File: config.mk
export PLATFORM = sky130hd
export DESIGN_NAME = wb_master_bridge
export DESIGN_NICKNAME = d
export VERILOG_FILES = /design/src/rtl/wb_master_bridge.sv
export SDC_FILE = /design/constraint.sdc
export NUM_CORES = 1
export LEC_CHECK = 0
export BUFFER_PORTS_ARGS = -buffer_cell sky130_fd_sc_hd__buf_2
export CELL_PAD_IN_SITES_DETAIL_PLACEMENT = 0
export CELL_PAD_IN_SITES_GLOBAL_PLACEMENT = 1
export CORE_AREA = 2 2 108 110
export DETAILED_ROUTE_END_ITERATION = 10
export DIE_AREA = 0 0 110 112
export PLACE_DENSITY_LB_ADDON = 0.1
export RECOVER_POWER = 50
export SLEW_MARGIN = 20
export SYNTH_ARGS = -nofsm -noshare
export SYNTH_HDL_FRONTEND = slang
export SYNTH_SLANG_ARGS = --single-unit
File: constraint.sdc
create_clock -name clk_i -period 7.4 [get_ports clk_i]
set_clock_uncertainty 0.05 [all_clocks]
set_input_delay 0.37 -clock clk_i [delete_from_list [all_inputs] [get_ports clk_i]]
set_output_delay 0.37 -clock clk_i [all_outputs]
set_load 0.005 [all_outputs]
File: src/rtl/wb_master_bridge.sv
// Wishbone classic-cycle master: turns single CPU read/write requests into bus cycles,
// with err/rty handling and bounded retry. Define WB_TIMEOUT_EN to add a VALID-state watchdog.
module wb_master_bridge #(
    parameter int ADDR_W    = 26,
    parameter int DATA_W    = 32,
    parameter int TAG_BIT   = 16,
    parameter int MAX_RETRY = 3,
    parameter int TIMEOUT   = 255
) (
    input  logic                clk_i,
    input  logic                rst_i,
    input  logic                cpu_req_i,
    input  logic                cpu_we_i,
    input  logic [ADDR_W-1:0]   cpu_adr_i,
    input  logic [DATA_W-1:0]   cpu_dat_i,
    input  logic [DATA_W/8-1:0] cpu_sel_i,
    output logic                cpu_busy_o,
    output logic                cpu_done_o,
    output logic                cpu_err_o,
    output logic [DATA_W-1:0]   cpu_dat_o,
    output logic [ADDR_W-1:0]   adr_o,
    output logic [DATA_W-1:0]   dat_o,
    input  logic [DATA_W-1:0]   dat_i,
    output logic [DATA_W/8-1:0] sel_o,
    output logic                we_o,
    output logic                stb_o,
    output logic                cyc_o,
    output logic                tag_o,
    input  logic                ack_i,
    input  logic                err_i,
    input  logic                rty_i
);

    localparam int SEL_W = DATA_W / 8;
    localparam logic [3:0] RETRY_LIMIT = 4'(MAX_RETRY);

    if ((DATA_W % 8) != 0 || MAX_RETRY < 0 || MAX_RETRY > 15 || TIMEOUT < 1
        || TAG_BIT < 0 || TAG_BIT >= ADDR_W) begin : g_bad_params
        $error("wb_master_bridge: illegal parameter combination");
    end

    typedef enum logic [1:0] {
        IDLE    = 2'd0,
        VALID   = 2'd1,
        BACKOFF = 2'd2,
        RESP    = 2'd3
    } state_t;

    state_t              state;
    logic [ADDR_W-1:0]   adr_q;
    logic [DATA_W-1:0]   dat_q;
    logic [SEL_W-1:0]    sel_q;
    logic                we_q;
    logic [DATA_W-1:0]   rdata_q;
    logic [3:0]          retry_cnt;
    logic                err_flag;

`ifdef WB_TIMEOUT_EN
    localparam int TMO_W = (TIMEOUT > 1) ? $clog2(TIMEOUT + 1) : 1;
    localparam logic [TMO_W-1:0] TMO_LAST = TMO_W'(TIMEOUT - 1);
    logic [TMO_W-1:0]    tmo_cnt;
`endif

    always_ff @(posedge clk_i or posedge rst_i) begin
        if (rst_i) begin
            state     <= IDLE;
            adr_q     <= '0;
            dat_q     <= '0;
            sel_q     <= '0;
            we_q      <= 1'b0;
            rdata_q   <= '0;
            retry_cnt <= '0;
            err_flag  <= 1'b0;
`ifdef WB_TIMEOUT_EN
            tmo_cnt   <= '0;
`endif
        end else begin
            case (state)
                IDLE: begin
                    if (cpu_req_i) begin
                        adr_q <= cpu_adr_i;
                        dat_q <= cpu_dat_i;
                        sel_q <= cpu_sel_i;
                        we_q  <= cpu_we_i;
                        state <= VALID;
                    end
                end
                VALID: begin
                    // Termination priority is ack > err > rty.
                    if (ack_i) begin
                        if (!we_q) begin
                            rdata_q <= dat_i;
                        end
                        state <= RESP;
`ifdef WB_TIMEOUT_EN
                        tmo_cnt <= '0;
`endif
                    end else if (err_i) begin
                        err_flag <= 1'b1;
                        state    <= RESP;
`ifdef WB_TIMEOUT_EN
                        tmo_cnt  <= '0;
`endif
                    end else if (rty_i) begin
                        if (retry_cnt < RETRY_LIMIT) begin
                            retry_cnt <= retry_cnt + 4'd1;
                            state     <= BACKOFF;
                        end else begin
                            err_flag <= 1'b1;
                            state    <= RESP;
                        end
`ifdef WB_TIMEOUT_EN
                        tmo_cnt <= '0;
`endif
                    end else begin
`ifdef WB_TIMEOUT_EN
                        // The last counted VALID cycle without termination aborts the cycle.
                        if (tmo_cnt == TMO_LAST) begin
                            err_flag <= 1'b1;
                            tmo_cnt  <= '0;
                            state    <= RESP;
                        end else begin
                            tmo_cnt <= tmo_cnt + 1'b1;
                        end
`else
                        state <= VALID;
`endif
                    end
                end
                BACKOFF: begin
                    state <= VALID;
                end
                RESP: begin
                    retry_cnt <= '0;
                    err_flag  <= 1'b0;
`ifdef WB_TIMEOUT_EN
                    tmo_cnt   <= '0;
`endif
                    state     <= IDLE;
                end
                default: begin
                    state <= IDLE;
                end
            endcase
        end
    end

    // Bus handshake and CPU status are straight decodes of the state register.
    assign stb_o      = (state == VALID);
    assign cyc_o      = (state == VALID);
    assign cpu_busy_o = (state != IDLE);
    assign cpu_done_o = (state == RESP);
    assign cpu_err_o  = (state == RESP) && err_flag;

    assign adr_o     = adr_q;
    assign dat_o     = dat_q;
    assign sel_o     = sel_q;
    assign we_o      = we_q;
    assign tag_o     = adr_q[TAG_BIT];
    assign cpu_dat_o = rdata_q;

endmodule

==> results of run 1 <==
==> registers in the layout (all words and copies together), names as in the netlist <==
signal	cells
we_o	1
dat_o	32
retry_cnt	4
cpu_dat_o	32
adr_o	26
state	2
err_flag	1
sel_o	4
==> path summary, 6_finish.rpt <==
check / cells past startpoint / start / endpoint
setup reg to reg: 4 / state[1] / adr_o[3]
hold reg to reg: 1 / retry_cnt[2] / retry_cnt[2]
min in group asynchronous: 2 / rst_i / adr_o[3]
hold / removal: 2 / cpu_adr_i[2] / adr_o[2]
setup / recovery: 4 / state[1] / adr_o[3]
max in group asynchronous: 3 / rst_i / adr_o[14]
==> stage by stage <==
step           cells  total power [mW]  hold WS [ns]
3_3_place_gp     569              1.99         0.421
5_1_grt          585              2.53         0.182
2_1_floorplan    235              1.65         0.405
6_report         585              2.37         0.197
4_1_cts          585              2.45        0.0525
3_5_place_dp     569              2.00         0.422
==> worst max-delay path, delay by kind of cell (launching register included) <==
family / cells / cell delay (ns)
buffers and inverters: 1 / 0.87
DFF: 1 / 0.43
muxes: 1 / 0.41
and+or+nand+nor: 2 / 1.15
==> power groups by stage <==
stage               registers [mW]  logic [mW]  clock network [mW]
global route                  1.03        1.02               0.474
global placement             0.989       0.999                   0
finish                       0.990       0.940               0.438
floorplan                     1.01       0.640                   0
detailed placement           0.993        1.01                   0
CTS                          0.992        1.01               0.450
==> layout by cell type (no fill, tap or decap), types with 2 or more instances in the layout <==
cell type and n:
buf_2 148, dfrtp_1 102, mux2_4 87, clkbuf_1 55, clkbuf_16 9, mux2_2 6, nand2_1 3, clkinv_2 3
inv_1 2, nor2b_1 2, mux2i_1 2, a21oi_1 2, mux2_1 2, buf_4 2
==> per-layer routing <==
| metal | GRT usage [%] | part of all wire, % | routed length, um |
|---|---|---|---|
| met4 | 7.09 | 1.7 | 160 |
| met5 | 0 | 0 | 0 |
| met1 | 21.0 | 45 | 4200 |
| met2 | 23.2 | 45 | 4240 |
| met3 | 4.57 | 8.5 | 796 |
==> final cells by class <==
class	instances	area share, %
clock buffer	12	4.46
clock inverter	4	0.408
inverter	3	0.227
multi-input combinational	118	28.2
sequential	102	46.2
tap	143	3.24
timing repair buffer	203	17.3
==> cells by family after synthesis <==
group / Yosys count / synth area share (%)
DFF: 102 / 58.6
muxes: 97 / 32.8
and+or+nand+nor: 16 / 2.67
buffers and inverters: 15 / 5.00
AOI/OAI and AO/OA: 4 / 0.661
adders and majority gates: 1 / 0.287
==> results.md, run 1 <==
- Status: finished with violations
- Violated checks: capacitance limit, slew limit
- Routed Wire Length: 9.40 mm
- Pwr dens: between 400 and 500 nW/um2
- FF-to-FF setup slack: about 4.3 ns
- Skew-Pair Late Insertion Delay: between 0.3 and 0.4 ns
- Setup WS pre-CTS: around 5 ns
- Grt ovf: 0
- Area contributors post-synth: dfrtp_1, mux2_4, buf_12, mux2_2, mux2i_1
- Register area share after synthesis: a little under 60%
- Synthesis-stage register bit count: 102
- Clock sinks: roughly 100
- Ports: between 200 and 250
- Cell Area, Placed: ~5400 um2
- Placement Rows: 39
- RSZ-0062 raised after global routing: no
- First DRT Iteration DRCs: 84
- Final Max Slew Viols: 46
- Vias in the first global route: ~2700
- DR pass1 iterations: 3
- Synth cell count leaders: dfrtp_1, mux2_4, buf_12, mux2_2
- Syn Area/Cell: around 19 um2
- EDFF count, synth: 0
- Critical Path AT: around 3.2 ns
- Postcts setup bufs: 0
- Critical setup path kind: reg -> reg
- Async SR Flop Fraction: between 90% and 100%
- Power Internal: 1.68 mW
- Maximum clock path buffer count: 2
- CP Data Required Time: ~7.6 ns
- Synth Warn #: 0
- Most frequent cell after synthesis: dfrtp_1
- DPL Wire Length: between 6 and 7 mm
- Ys flop type: dfrtp_1
- Port bufs: 201
- Crit. End Element: flip-flop
- CP max stage delay: 0.89 ns
- Sequential Area: 2550 um2
- Post-Route Setup TNS: 0 ns
- Worst relative slew slack: -28.7%
- Initial core utilization: roughly two fifths
- Final hold violation count: 0
- CTS Buf Count: 9
- Antenna violations before repair: 0
- Slew @ Worst Pin: between 1.5 and 2 ns
- Clock root buffer: clkbuf_16
- Top cell type's share of synthesized area: between 50 and 60%
- Final ANT Viol Nets: 0
- Gate power share: 39.7%
- Cts repair resizes: 0
- Net Count, Synth: between 300 and 400
- Total of fill cells in the finished design: between 1000 and 1500
- Yosys top cell by area: dfrtp_1
- Tcrit/Tclk final: between 40% and 50%
- Flop pwr share: 41.8%
- Layout cell share with drive strength beyond 1: between 50 and 60%
- Max FO, Critical Path: 52
- H-tree depth: 3
- Post-layout util: a little under 50%
- Min cycle time layout: around 3.1 ns
- Vias: ~2600
- Vias/cell: between 4 and 5
- Total track usage: between 10% and 20%
- Die W: 110 um
- Worst ir drop on vdd: around 0.18 mV
- Crit-path cells: or2_4 > nor2_1 > buf_4 > mux2_2
- Setup ws final: between 4 and 5 ns
- Antenna diode count: 0
- Layout Nets: 539
- Largest net degree at the start of global routing: 59
- Floorplan core area: about 11000 um2
- Die height: 112 um
- Hold Path Class: in -> reg
- Wire per inst: between 15 and 20 um
- P_sw: between 600 and 700 uW
- Switching fraction of total power: ~29%
- Clk slew on worst S/H paths: 0.07 ns
- Clock power share: roughly 19%
- Post-Syn Area: between 4000 and 5000 um2
- DRC Markers: 0
- Gpl congestion: just under 0.8
- First-pass GRT wire length: 14.6 mm
- Final setup viols: 0
- Multi-input gate area: roughly 1600 um2
- Distinct cell type count after synthesis: 25
- Final instance area: between 5000 and 6000 um2
- CTS tree: done
- CTS hold repair buffers: 0
- Lkg Pwr: 2.75 nW
- Achievable Freq: roughly 330 MHz
- Area Growth Syn to Fin: 26.8%
- Crit path launch type: flip-flop
- MaxCap Viol Count: 1
- Die area: roughly 12000 um2
- Synth Instances: between 200 and 250
- Slowest library cell on the worst path: nor2_1
(Power assumes the default switching activity.)
==> run 2, diff against run 1 <==
--- a/config.mk
+++ b/config.mk
@@ -8,9 +8,9 @@
 export BUFFER_PORTS_ARGS = -buffer_cell sky130_fd_sc_hd__buf_2
 export CELL_PAD_IN_SITES_DETAIL_PLACEMENT = 0
 export CELL_PAD_IN_SITES_GLOBAL_PLACEMENT = 1
-export CORE_AREA = 2 2 108 110
+export CORE_AREA = 2 2 117 119
 export DETAILED_ROUTE_END_ITERATION = 10
-export DIE_AREA = 0 0 110 112
+export DIE_AREA = 0 0 119 121
 export PLACE_DENSITY_LB_ADDON = 0.1
 export RECOVER_POWER = 50
 export SLEW_MARGIN = 20
==> constraint.sdc (replaced) <==
create_clock -name clk_i -period 2.8 [get_ports clk_i]
set_clock_uncertainty 0.05 [all_clocks]
set_input_delay 0.14 -clock clk_i [delete_from_list [all_inputs] [get_ports clk_i]]
set_output_delay 0.14 -clock clk_i [all_outputs]
set_load 0.005 [all_outputs]
==> results.md, run 2 (same netlist as run 1, synthesis figures left out) <==
- DPL Wire Length: a little under 7 mm
- Crit path launch type: flip-flop
- Commonest non-fill, non-tap cell in the layout: buf_2
- Worst R2R Start: state[1]
- First-pass GRT wire length: 17.0 mm
- Setup WS pre-CTS: slightly above 1 ns
- Layout cell share with drive strength beyond 1: 48.1%
- CTS tree: done
- DRC Markers: 0
- Slowest library cell on the worst path: dfrtp_1
- Pwr dens: about 970 nW/um2
- Ports: a little over 200
- P_sw: roughly 1.9 mW
- Family with the most delay on the worst path: simple AND/OR/NAND/NOR gates
- Lkg Pwr: around 3.2 nW
- Violated checks: capacitance limit, slew limit
- RSZ-0062 raised after global routing: no
- Max FO, Critical Path: 14
- Worst ir drop on vdd: roughly 0.52 mV
- CP max stage delay: roughly 0.43 ns
- Placement Rows: 42
- Total track usage: 15.2%
- Routed Wire Length: 10.6 mm
- Total power: 6.43 mW
- Worst relative slew slack: -4.89%
- Multi-input gate area: approximately 1600 um2
- Vias/cell: ~4.2
- Antenna violations before repair: 0
- Gate power share: around two fifths
- Cts repair resizes: 0
- First DRT Iteration DRCs: 85
- Sequential Area: between 2000 and 3000 um2
- H-tree depth: 3
- Clock sinks: slightly above 100
- Maximum clock path buffer count: 2
- Die height: 121 um
- Setup ws final: 1.03 ns
- Antenna diode count: 0
- Most frequent cells in the layout: buf_2, dfrtp_1, dlygate4sd3_1, mux2_4, clkbuf_1
- CP Buf/Inv Count: 1
- Crit. End Element: flip-flop
- Vias: approximately 3000
- Final setup viols: 0
- Vias in the first global route: 3336
- Area Growth Syn to Fin: 52.4%
- Crit-path cells: nor2b_2 > and3b_2 > buf_4 > mux2_4
- Clock root buffer: clkbuf_16
- Tcrit/Tclk final: between 60% and 70%
- Initial core utilization: 33.3%
- Port bufs: 201
- Total of fill cells in the finished design: roughly 1200
- Floorplan core area: about 13000 um2
- Min cycle time layout: ~1.8 ns
- Post-Route Setup TNS: 0 ns
- Final ANT Viol Nets: 0
- Switching fraction of total power: between 20% and 30%
- CP Data Required Time: roughly 3.0 ns
- Final Max Slew Viols: 31
- DR pass1 iterations: 4
- Hold Path Class: in -> reg
- Clock power share: between 10% and 20%
- Final hold violation count: 0
- Largest net degree at the start of global routing: just over 40
- Die W: between 100 and 150 um
- Critical setup path kind: reg -> reg
- Worst setup startpoint: state[1]
- Layout Nets: 642
- FF-to-FF setup slack: between 1 and 1.5 ns
- Die area: roughly 14000 um2
- Flop pwr share: between 40% and 50%
- Gpl congestion: ~0.71
- Grt ovf: 0
- Critical Path AT: a little under 2 ns
- MaxCap Viol Count: 1
- Power Internal: between 4 and 5 mW
- Hold Path Origin: rty_i
- Skew-Pair Late Insertion Delay: about 0.34 ns
- Clk slew on worst S/H paths: about 0.060 ns
- CTS Buf Count: 9
- Status: finished with violations
- Achievable Freq: 565 MHz
- Wire per inst: roughly 15 um
- Slew @ Worst Pin: ~1.6 ns
-- run 2: cell types whose count changed in the layout (fill, tap and decap cells not counted), moves of 2 or more --
cell           before  now
mux2_1              2    0
buf_12              0    3
clkbuf_1           55   60
buf_2             148  143
mux2_4             87   90
dlygate4sd3_1       0   99
clkinv_2            3    0
-- run 2: cell type report --
class | count | area share, %
Tap cell | 176 | 3.32
Inverter | 3 | 0.189
Clock inverter | 1 | 0.113
Sequential cell | 102 | 38.5
Timing Repair Buffer | 306 | 30.2
Clock buffer | 13 | 3.77
Multi-Input combinational cell | 118 | 23.9
-- run 2: routing by layer --
| metal | track usage, % | wire length (um) | vias to the layer above |
|---|---|---|---|
| met5 | 0 | 0 | - |
| met4 | 5.28 | 186 | 0 |
| met3 | 5.26 | 701 | 12 |
| met2 | 23.7 | 4870 | 128 |
| met1 | 19.6 | 4800 | 1437 |
| li1 | - | - | 1416 |
-- run 2: power by group through the flow --
| stage | Clock, mW | Sequential, mW | Combinational, mW |
|---|---|---|---|
| floorplan | 0 | 2.67 | 1.69 |
| global placement | 0 | 2.63 | 2.65 |
| detailed placement | 0 | 2.62 | 2.68 |
| CTS | 1.20 | 2.62 | 2.81 |
| global route | 1.26 | 2.73 | 2.87 |
| finish | 1.13 | 2.63 | 2.66 |
-- run 2: timing repair --
item,in CTS,in global routing
hold buffers,99,0
hold endpoints to repair,127,0
buffers inserted,0,0
-- run 2: path summary, 6_finish.rpt --
check	to	depth (start not counted)
max	cpu_dat_o[13]	4
min	err_flag	3
max reg2reg	cpu_dat_o[13]	4
min reg2reg	retry_cnt[2]	1
max in group asynchronous	cpu_dat_o[2]	4
min in group asynchronous	dat_o[10]	3
-- run 2: worst reg2reg max path, cell delays in order (launching register included) --
cell,delay [ns]
dfrtp_1,0.43
nor2b_2,0.16
and3b_2,0.35
buf_4,0.33
mux2_4,0.34
-- run 2: metrics by stage --
stage	cells	instance area (um2)	hold WS, ns	util [%]
2_1_floorplan	235	4360	0.215	-
3_3_place_gp	606	5460	0.273	41.7
3_5_place_dp	606	5460	0.274	41.7
4_1_cts	719	6710	0.0285	51.3
5_1_grt	719	6640	0.0598	50.7
6_report	719	6640	0.0493	50.7
